==> config.mk <==
export PLATFORM = sky130hd
export DESIGN_NAME = bit8_to_trit5_flat
export DESIGN_NICKNAME = d
export VERILOG_FILES = /design/src/rtl/ntru_pkg.sv /design/src/rtl/bit8_to_trit5_if.sv /design/src/rtl/div3_u8.sv /design/src/rtl/bit8_to_trit5.sv /design/src/flat_wrapper.sv
export SDC_FILE = /design/constraint.sdc
export NUM_CORES = 1
export LEC_CHECK = 0
export CORE_MARGIN = 2
export CORE_UTILIZATION = 40
export DETAILED_ROUTE_END_ITERATION = 7
export GPL_ROUTABILITY_DRIVEN = 0
export HOLD_SLACK_MARGIN = 0.03
export SLEW_MARGIN = 30
export SYNTH_ARGS = -nofsm -noshare
export SYNTH_HDL_FRONTEND = slang
export SYNTH_HIERARCHICAL = 1
export SYNTH_SLANG_ARGS = --single-unit
==> constraint.sdc <==
create_clock -name clk -period 5.6 [get_ports clk]
set_input_delay 0.84 -clock clk [delete_from_list [all_inputs] [get_ports clk]]
set_output_delay 0.84 -clock clk [all_outputs]
set_load 0.02 [all_outputs]
==> src/rtl/ntru_pkg.sv <==
// Shared NTRU trit types, constants and FSM state encoding for the trit pack/unpack blocks.
// Define TRIT_SIGNED_EN to emit trits in signed encoding (2 -> 2'b11).
package ntru_pkg;

    localparam int unsigned NTRU_N         = 701;
    localparam int unsigned TRITS_PER_BYTE = 5;

    typedef logic [1:0] trit_t;

    localparam trit_t TRIT_ZERO = 2'b00;
    localparam trit_t TRIT_ONE  = 2'b01;
    localparam trit_t TRIT_TWO  = 2'b10;

    typedef enum logic [1:0] {IDLE, LOAD, EMIT, DONE} unpack_state_t;

    // Maps an unsigned mod-3 remainder onto the output trit encoding.
    function automatic trit_t trit_encode(input trit_t r);
`ifdef TRIT_SIGNED_EN
        return (r == TRIT_TWO) ? 2'b11 : r;
`else
        return r;
`endif
    endfunction

endpackage

==> src/rtl/bit8_to_trit5_if.sv <==
// Byte-in / trit-out stream bundle for the base-3 unpacker.
interface bit8_to_trit5_if;
    import ntru_pkg::*;

    logic       start;
    logic [7:0] in_byte;
    logic       in_valid;
    logic       in_ready;
    trit_t      trit_out;
    logic       trit_valid;
    logic       trit_ready;
    logic       trit_last;
    logic       done;
    logic       err_range;
    logic       err_pad;

    modport master (
        output start, in_byte, in_valid, trit_ready,
        input  in_ready, trit_out, trit_valid, trit_last, done, err_range, err_pad
    );

    modport slave (
        input  start, in_byte, in_valid, trit_ready,
        output in_ready, trit_out, trit_valid, trit_last, done, err_range, err_pad
    );

endinterface

==> src/rtl/div3_u8.sv <==
// Combinational exact divide-by-3 of an 8-bit value: quotient and remainder.
module div3_u8 (
    input  logic [7:0] b,
    output logic [6:0] q,
    output logic [1:0] r
);

    logic [7:0] q_times3;

    // 171/512 over-approximates 1/3 by less than 1/(3*256), so the floor is exact for b < 256.
    assign q        = 7'(({8'd0, b} * 16'd171) >> 9);
    assign q_times3 = {q, 1'b0} + {1'b0, q};
    assign r        = 2'(b - q_times3);

endmodule

==> src/rtl/bit8_to_trit5.sv <==
// Serial unpacker: each byte carries 5 base-3 trits, emitted one per beat, lowest trit first.
// Optional TRIT_SIGNED_EN (see ntru_pkg) selects signed trit_out encoding.
module bit8_to_trit5
    import ntru_pkg::*;
#(
    parameter int unsigned NUM_TRITS = NTRU_N - 1,
    parameter int unsigned NUM_BYTES = (NUM_TRITS + 4) / 5,
    parameter int unsigned CNT_W     = $clog2(NUM_TRITS + 1)
) (
    input logic             clk,
    input logic             ovr_rst1,
    bit8_to_trit5_if.slave  bus
);

    if (NUM_TRITS == 0 || NUM_BYTES * TRITS_PER_BYTE < NUM_TRITS) begin : g_param_check
        $error("bit8_to_trit5: NUM_BYTES cannot hold NUM_TRITS");
    end

    unpack_state_t    state_q, state_d;
    logic [7:0]       b_q, b_d;
    logic [2:0]       k_q, k_d;
    logic [CNT_W-1:0] cnt_q, cnt_d;
    logic             err_range_q, err_range_d;
    logic             err_pad_q, err_pad_d;

    logic [6:0] q;
    logic [1:0] r;
    logic       is_last;

    div3_u8 u_div3 (
        .b (b_q),
        .q (q),
        .r (r)
    );

    assign is_last = (cnt_q == CNT_W'(NUM_TRITS - 1));

    always_comb begin
        state_d     = state_q;
        b_d         = b_q;
        k_d         = k_q;
        cnt_d       = cnt_q;
        err_range_d = err_range_q;
        err_pad_d   = err_pad_q;
        unique case (state_q)
            IDLE, DONE: begin
                if (bus.start) begin
                    b_d         = '0;
                    k_d         = '0;
                    cnt_d       = '0;
                    err_range_d = 1'b0;
                    err_pad_d   = 1'b0;
                    state_d     = LOAD;
                end
            end
            LOAD: begin
                if (bus.in_valid) begin
                    k_d     = '0;
                    state_d = EMIT;
                    if (bus.in_byte >= 8'd243) begin
                        err_range_d = 1'b1;
                        b_d         = '0;
                    end else begin
                        b_d = bus.in_byte;
                    end
                end
            end
            EMIT: begin
                if (bus.trit_ready) begin
                    b_d   = {1'b0, q};
                    k_d   = k_q + 3'd1;
                    cnt_d = cnt_q + CNT_W'(1);
                    if (is_last) begin
                        // Trits above the frame end must be zero in a well-formed final byte.
                        if (q != '0) begin
                            err_pad_d = 1'b1;
                        end
                        state_d = DONE;
                    end else if (k_q == 3'(TRITS_PER_BYTE - 1)) begin
                        state_d = LOAD;
                    end
                end
            end
            default: state_d = IDLE;
        endcase
    end

    always_ff @(posedge clk or posedge ovr_rst1) begin
        if (ovr_rst1) begin
            state_q     <= IDLE;
            b_q         <= '0;
            k_q         <= '0;
            cnt_q       <= '0;
            err_range_q <= 1'b0;
            err_pad_q   <= 1'b0;
        end else begin
            state_q     <= state_d;
            b_q         <= b_d;
            k_q         <= k_d;
            cnt_q       <= cnt_d;
            err_range_q <= err_range_d;
            err_pad_q   <= err_pad_d;
        end
    end

    assign bus.in_ready   = (state_q == LOAD);
    assign bus.trit_valid = (state_q == EMIT);
    assign bus.trit_out   = (state_q == EMIT) ? trit_encode(r) : TRIT_ZERO;
    assign bus.trit_last  = (state_q == EMIT) && is_last;
    assign bus.done       = (state_q == DONE);
    assign bus.err_range  = err_range_q;
    assign bus.err_pad    = err_pad_q;

endmodule

==> src/flat_wrapper.sv <==
// flat-port wrapper written by rule: the top's interface ports become plain ports
module bit8_to_trit5_flat import ntru_pkg::*;
#(
    parameter int unsigned NUM_TRITS = NTRU_N - 1,
    parameter int unsigned NUM_BYTES = (NUM_TRITS + 4) / 5,
    parameter int unsigned CNT_W     = $clog2(NUM_TRITS + 1)
)
  (clk, ovr_rst1, bus_start, bus_in_byte, bus_in_valid, bus_trit_ready, bus_in_ready, bus_trit_out, bus_trit_valid, bus_trit_last, bus_done, bus_err_range, bus_err_pad);
  bit8_to_trit5_if bus_i ();
  input logic clk;
  input logic ovr_rst1;
  input wire logic [$bits(bus_i.start)-1:0] bus_start;
  input wire logic [$bits(bus_i.in_byte)-1:0] bus_in_byte;
  input wire logic [$bits(bus_i.in_valid)-1:0] bus_in_valid;
  input wire logic [$bits(bus_i.trit_ready)-1:0] bus_trit_ready;
  output wire logic [$bits(bus_i.in_ready)-1:0] bus_in_ready;
  output wire logic [$bits(bus_i.trit_out)-1:0] bus_trit_out;
  output wire logic [$bits(bus_i.trit_valid)-1:0] bus_trit_valid;
  output wire logic [$bits(bus_i.trit_last)-1:0] bus_trit_last;
  output wire logic [$bits(bus_i.done)-1:0] bus_done;
  output wire logic [$bits(bus_i.err_range)-1:0] bus_err_range;
  output wire logic [$bits(bus_i.err_pad)-1:0] bus_err_pad;
  assign bus_i.start = bus_start;
  assign bus_i.in_byte = bus_in_byte;
  assign bus_i.in_valid = bus_in_valid;
  assign bus_i.trit_ready = bus_trit_ready;
  assign bus_in_ready = bus_i.in_ready;
  assign bus_trit_out = bus_i.trit_out;
  assign bus_trit_valid = bus_i.trit_valid;
  assign bus_trit_last = bus_i.trit_last;
  assign bus_done = bus_i.done;
  assign bus_err_range = bus_i.err_range;
  assign bus_err_pad = bus_i.err_pad;
  bit8_to_trit5 #(.NUM_TRITS(NUM_TRITS), .NUM_BYTES(NUM_BYTES), .CNT_W(CNT_W)) u_core (.clk(clk), .ovr_rst1(ovr_rst1), .bus(bus_i));
endmodule
* After elaboration in Yosys (flattened, before gate mapping) *
Index checks and enable logic that the tools add are counted.

word-level totals
  register bits after elaboration = 25
  input port bits = 13
  output and inout port bits = 8
  logic and storage cells = 62

cells by class
  equal/unequal tests = 12
  multiplexer cells = 27
  $mul = 1
  magnitude comparators = 1
  reductions and logical operators = 11
  add/subtract/negate cells = 4

operator list
  kind                                                       number
  2-to-1 mux 8 bit                                           4
  one-hot mux 8 bit (3 select lines)                         1
  2-to-1 mux 10 bit                                          2
  one-hot mux 10 bit (2 select lines)                        1
  multiplier 8 x 8 -> 16 bit (second input constant)         1
  2-to-1 mux 2 bit                                           6
  adder 10 x 1 -> 10 bit (second input constant)             1
  == test 10 bit (second input constant)                     1
  2-to-1 mux 3 bit                                           3
  one-hot mux 3 bit (3 select lines)                         1
  greater-or-equal comparator 8 bit (second input constant)  1
  AND reduction 4 bit                                        2
  nonzero test 7 bit                                         1
  2-to-1 mux 1 bit                                           6
  != test 2 x 1 -> 1 bit (second input constant)             3
  != test 2 bit (second input constant)                      3
  one-hot mux 2 bit (3 select lines)                         1
  AND reduction 3 bit                                        2
  AND reduction 5 bit                                        1
  == test 2 bit (second input constant)                      2
  one-hot mux 1 bit (2 select lines)                         2
  nonzero test 2 bit                                         2
  adder 3 x 1 -> 3 bit (second input constant)               1
  == test 3 bit (second input constant)                      1
  7 further kinds                                            7

* Depth between registers and ports, before layout *
  depth in word-level cells = 6
  gate-level depth with buffers = 16
  gate-level depth less buffers = 16

* Cells and area by module *
The synthesis kept the hierarchy.

by module, submodules not included
  module         times used  area an instance (sq um)  seq. area each (sq um)  cells an instance
  bit8_to_trit5  1           1412.6                    625.6                   143
  div3_u8        1           1221.2                    0.0                     125

* Worst setup path after synthesis *
OpenSTA, ideal clock, no wires.

  kind = reg2out
  start = reg u_core.b_q[1]
  end = out bus_trit_out[0]
  required time = 4760 ps
  arrival = 3586 ps
  path buffers = 0
  path slack = 1174 ps
  cell stages (with the launch flop) = 12
  path through = dfrtp_1 > ha_1 > fa_1 > fa_1 > fa_1 > ha_1 > a21oi_1 > o21a_1 > o21ai_2 > xnor2_2 > xor2_1 > and2_1

between the ends
  longest elaborated chain between the ends = 4

ends and longest elaborated chain
  what                        RTL line              RTL
  start: declaration          bit8_to_trit5.sv:20   logic [7:0] b_q, b_d;
  start signal: assignment    bit8_to_trit5.sv:91   b_q <= '0;
  start signal: assignment    bit8_to_trit5.sv:98   b_q <= b_d;
  multiplier 8 x 8 -> 16 bit  div3_u8.sv:11         assign q = 7'(({8'd0, b} * 16'd171) >> 9);
  via u_core.q[0]             bit8_to_trit5.sv:26   logic [6:0] q;
  adder 2 bit                 div3_u8.sv:12         assign q_times3 = {q, 1'b0} + {1'b0, q};
  subtractor 2 bit            div3_u8.sv:13         assign r = 2'(b - q_times3);
  via u_core.r[0]             bit8_to_trit5.sv:27   logic [1:0] r;
  2-to-1 mux 2 bit            bit8_to_trit5.sv:108  assign bus.trit_out = (state_q == EMIT) ? trit_encode(r) : TRIT_ZERO;
  end: declaration            flat_wrapper.sv:17    output wire logic [$bits(bus_i.trit_out)-1:0] bus_trit_out;

The timed path passes the listed nets, and every way through them passes these cells.

* Final worst setup path *
Same ends and word-level chain as after synthesis.

==> out/summary.txt <==
Yosys warns = 6
Worst path most repeated cell = fa_1
R2r setup slk = 1.26 ns
CTS Hold Bufs = 0
Final HPWL DP = 4.32 mm
Antenna cells = 0
Crit Path Max Fanout = 6
Place WS = 0.448 ns
Via Count = 1991
DRT antenna net count = 0
I/O pin cnt = 21
Worst hold margin = 0.534 ns
Util after Layout = 46.5%
Worst slew pin tran = 0.620 ns
Post-Syn Area per Cell = 9.83 um^2
Final Hold Vio Count = 0
Post-synth top flop = dfrtp_1
I/O Buffers = 20
Final setup violation count = 0
Distinct cells, synth = 52
Required time of the critical path = 4.76 ns
Sequential share of the synthesized area = 23.8%
Final wirelength = 5.53 mm
Core footprint = 6350 um^2
Layout cell share with drive strength beyond 1 = 7.32%
Clock Skews = 0.00806 ns
CP max stage delay = 0.60 ns
Post-synth EDFFs = 0
Most frequent cells in the layout = ha_1 (48), inv_1 (34), dfrtp_1 (25)
Syn Inst Count = 268
Largest net degree at the start of global routing = 26
Grt total ovfl = 0
Status = finished, final reports clean
Largest cells by area after synthesis = dfrtp_1 (24%), ha_1 (23%), fa_1 (9.1%), inv_1 (5.0%), a21o_1 (3.7%)
Global-route wire length before repair = 9.49 mm
Commonest non-fill, non-tap cell in the layout = ha_1
CTS max path bufs = 2
Worst-Skew Late Latency = 0.27 ns
H-tree depth = 1
Final Worst Setup Slack = 0.227 ns
Max_cap viols = 0
Die area = 7250 um^2
Startpoint Class = register
Die X = 85.1 um
Pwr Density = 511 nW/um^2
Total power = 1.51 mW
Vias in the first global route = 2009
TritonCTS Buffers = 3
Max_slew headroom = 58.5%
Peak VDD IR = 0.235 mV
Crit path time final = 5.37 ns
Detailed-route DRC error count = 0
Critical-path cell list = ha_1, fa_1, fa_1, fa_1, ha_1, a21oi_1, o21a_2, o21ai_2, xnor2_2, xor2_1, and2_1, clkdlybuf4s50_1
Row count = 29
Register bit total from synthesis = 25
Cell taking the most area after synthesis = dfrtp_1
Area Overhead vs Synth = 12.1%
Tot GR Track Use = 16.2%
Worst path arrival time = 4.53 ns
Pins Over Slew Limit = 0
Crit path capture type = output pin
Die H = 85.1 um
Crit path max-delay cell type = clkdlybuf4s50_1
Worst-path clk slew = 0.09 ns
Mapped Nets = 341
WL per Instance = 15.2 um
CTS Sinks = 25
Fraction of registers with async set/reset = 100%
CTS tree = done
Fmax = 186 MHz
Crit path kind = register to output pin
DRT iter0 DRCs = 82
Initial antenna violation count = 0
Leak = 1.56 nW
Final Cycle Share = 95.9%
Share of the synthesized area in the top cell type = 23.8%
CTS Root Cell = clkbuf_8
Post-Syn Area = 2630 um^2
Via density = 5.47
Unrepaired setup endpoints after global routing = false
Tightest Hold Check Type = register to register
Initial Utilization = 41.5%
Setup TNS = 0 ns
Layout net count = 361
1st-pass router iterations = 4
==> worst max-delay path, delay by kind of cell (launching register included) <==
| kind | cells | cell delay, ns |
|---|---|---|
| compound gates | 3 | 0.52 |
| flops | 1 | 0.46 |
| buf+inv | 1 | 0.60 |
| fa+ha+maj | 5 | 2.18 |
| simple gates | 1 | 0.13 |
| xor+xnor | 2 | 0.39 |
==> report_power, final <==
| group | switching [mW] | internal, mW | leakage [nW] |
|---|---|---|---|
| combinational | 0.633 | 0.474 | 1.19 |
| clock | 0.0577 | 0.0509 | 0.0228 |
| sequential | 0.0726 | 0.221 | 0.340 |
==> per-layer routing <==
metal  track usage [%]  part of all wire, %
met2              27.1                   46
met1              22.9                   51
met3              2.33                  2.0
met5                 0                    0
met4              2.60                 0.52
==> final timing paths <==
check / from / endpoint / cells past startpoint
min in group asynchronous: ovr_rst1 / u_core/cnt_q[7] / 2
setup reg to reg: u_core/b_q[1] / u_core/bus.err_pad / 13
max in group asynchronous: ovr_rst1 / u_core/k_q[0] / 2
hold reg to reg: u_core/k_q[0] / u_core/k_q[0] / 1
setup / recovery: u_core/b_q[1] / bus_trit_out[0] / 12
hold / removal: u_core/k_q[0] / u_core/k_q[0] / 1
==> cells in the mapped netlist, drive strengths merged (2+ instances only) <==
library cell	number
xnor2	8
nand4	8
nand2b	4
nor3b	3
and4	3
a22o	9
nand2	17
dfrtp	25
nor2	8
nand3	6
fa	12
xor2	5
or3	4
a21oi	12
inv	35
buf	3
a21o	13
o21ai	11
clkbuf	2
a31oi	4
ha	48
and4b	2
and2	5
o211ai	2
nor3	2
==> layout make-up <==
class / count / area [um^2]
clock buffers: 4 / 45.0
fillers: 593 / 3400
inverters: 35 / 131
multi-input cells: 203 / 1850
flip-flops and latches: 25 / 626
well taps: 77 / 96.3
repair buffers: 20 / 200
==> cells by family after synthesis <==
| group | count (synthesis) | share of synthesized area (%) |
|---|---|---|
| compound gates | 61 | 17.4 |
| buf+inv | 40 | 5.94 |
| flops | 25 | 23.8 |
| mux | 2 | 0.950 |
| simple gates | 67 | 15.4 |
| xor+xnor | 13 | 4.61 |
| fa+ha+maj | 60 | 31.9 |
==> through the flow <==
stage          area, um^2  instances
2_1_floorplan        2630        268
3_3_place_gp         2910        360
3_5_place_dp         2910        360
4_1_cts              2950        364
5_1_grt              2950        364
6_report             2950        364
==> flip-flops by register name (all words and copies together) (netlist names) <==
name and count:
u_core/cnt_q 10, u_core/b_q 8, u_core/k_q 3, u_core/state_q 2, u_core/bus.err_pad 1, u_core/bus.err_range 1
==> timing repair <==
item / in CTS / in global routing
endpoints found under the setup margin: 0 / 1
resized for setup: 0 / 1
setup buffers: 0 / 0
(Power assumes the default switching activity.)
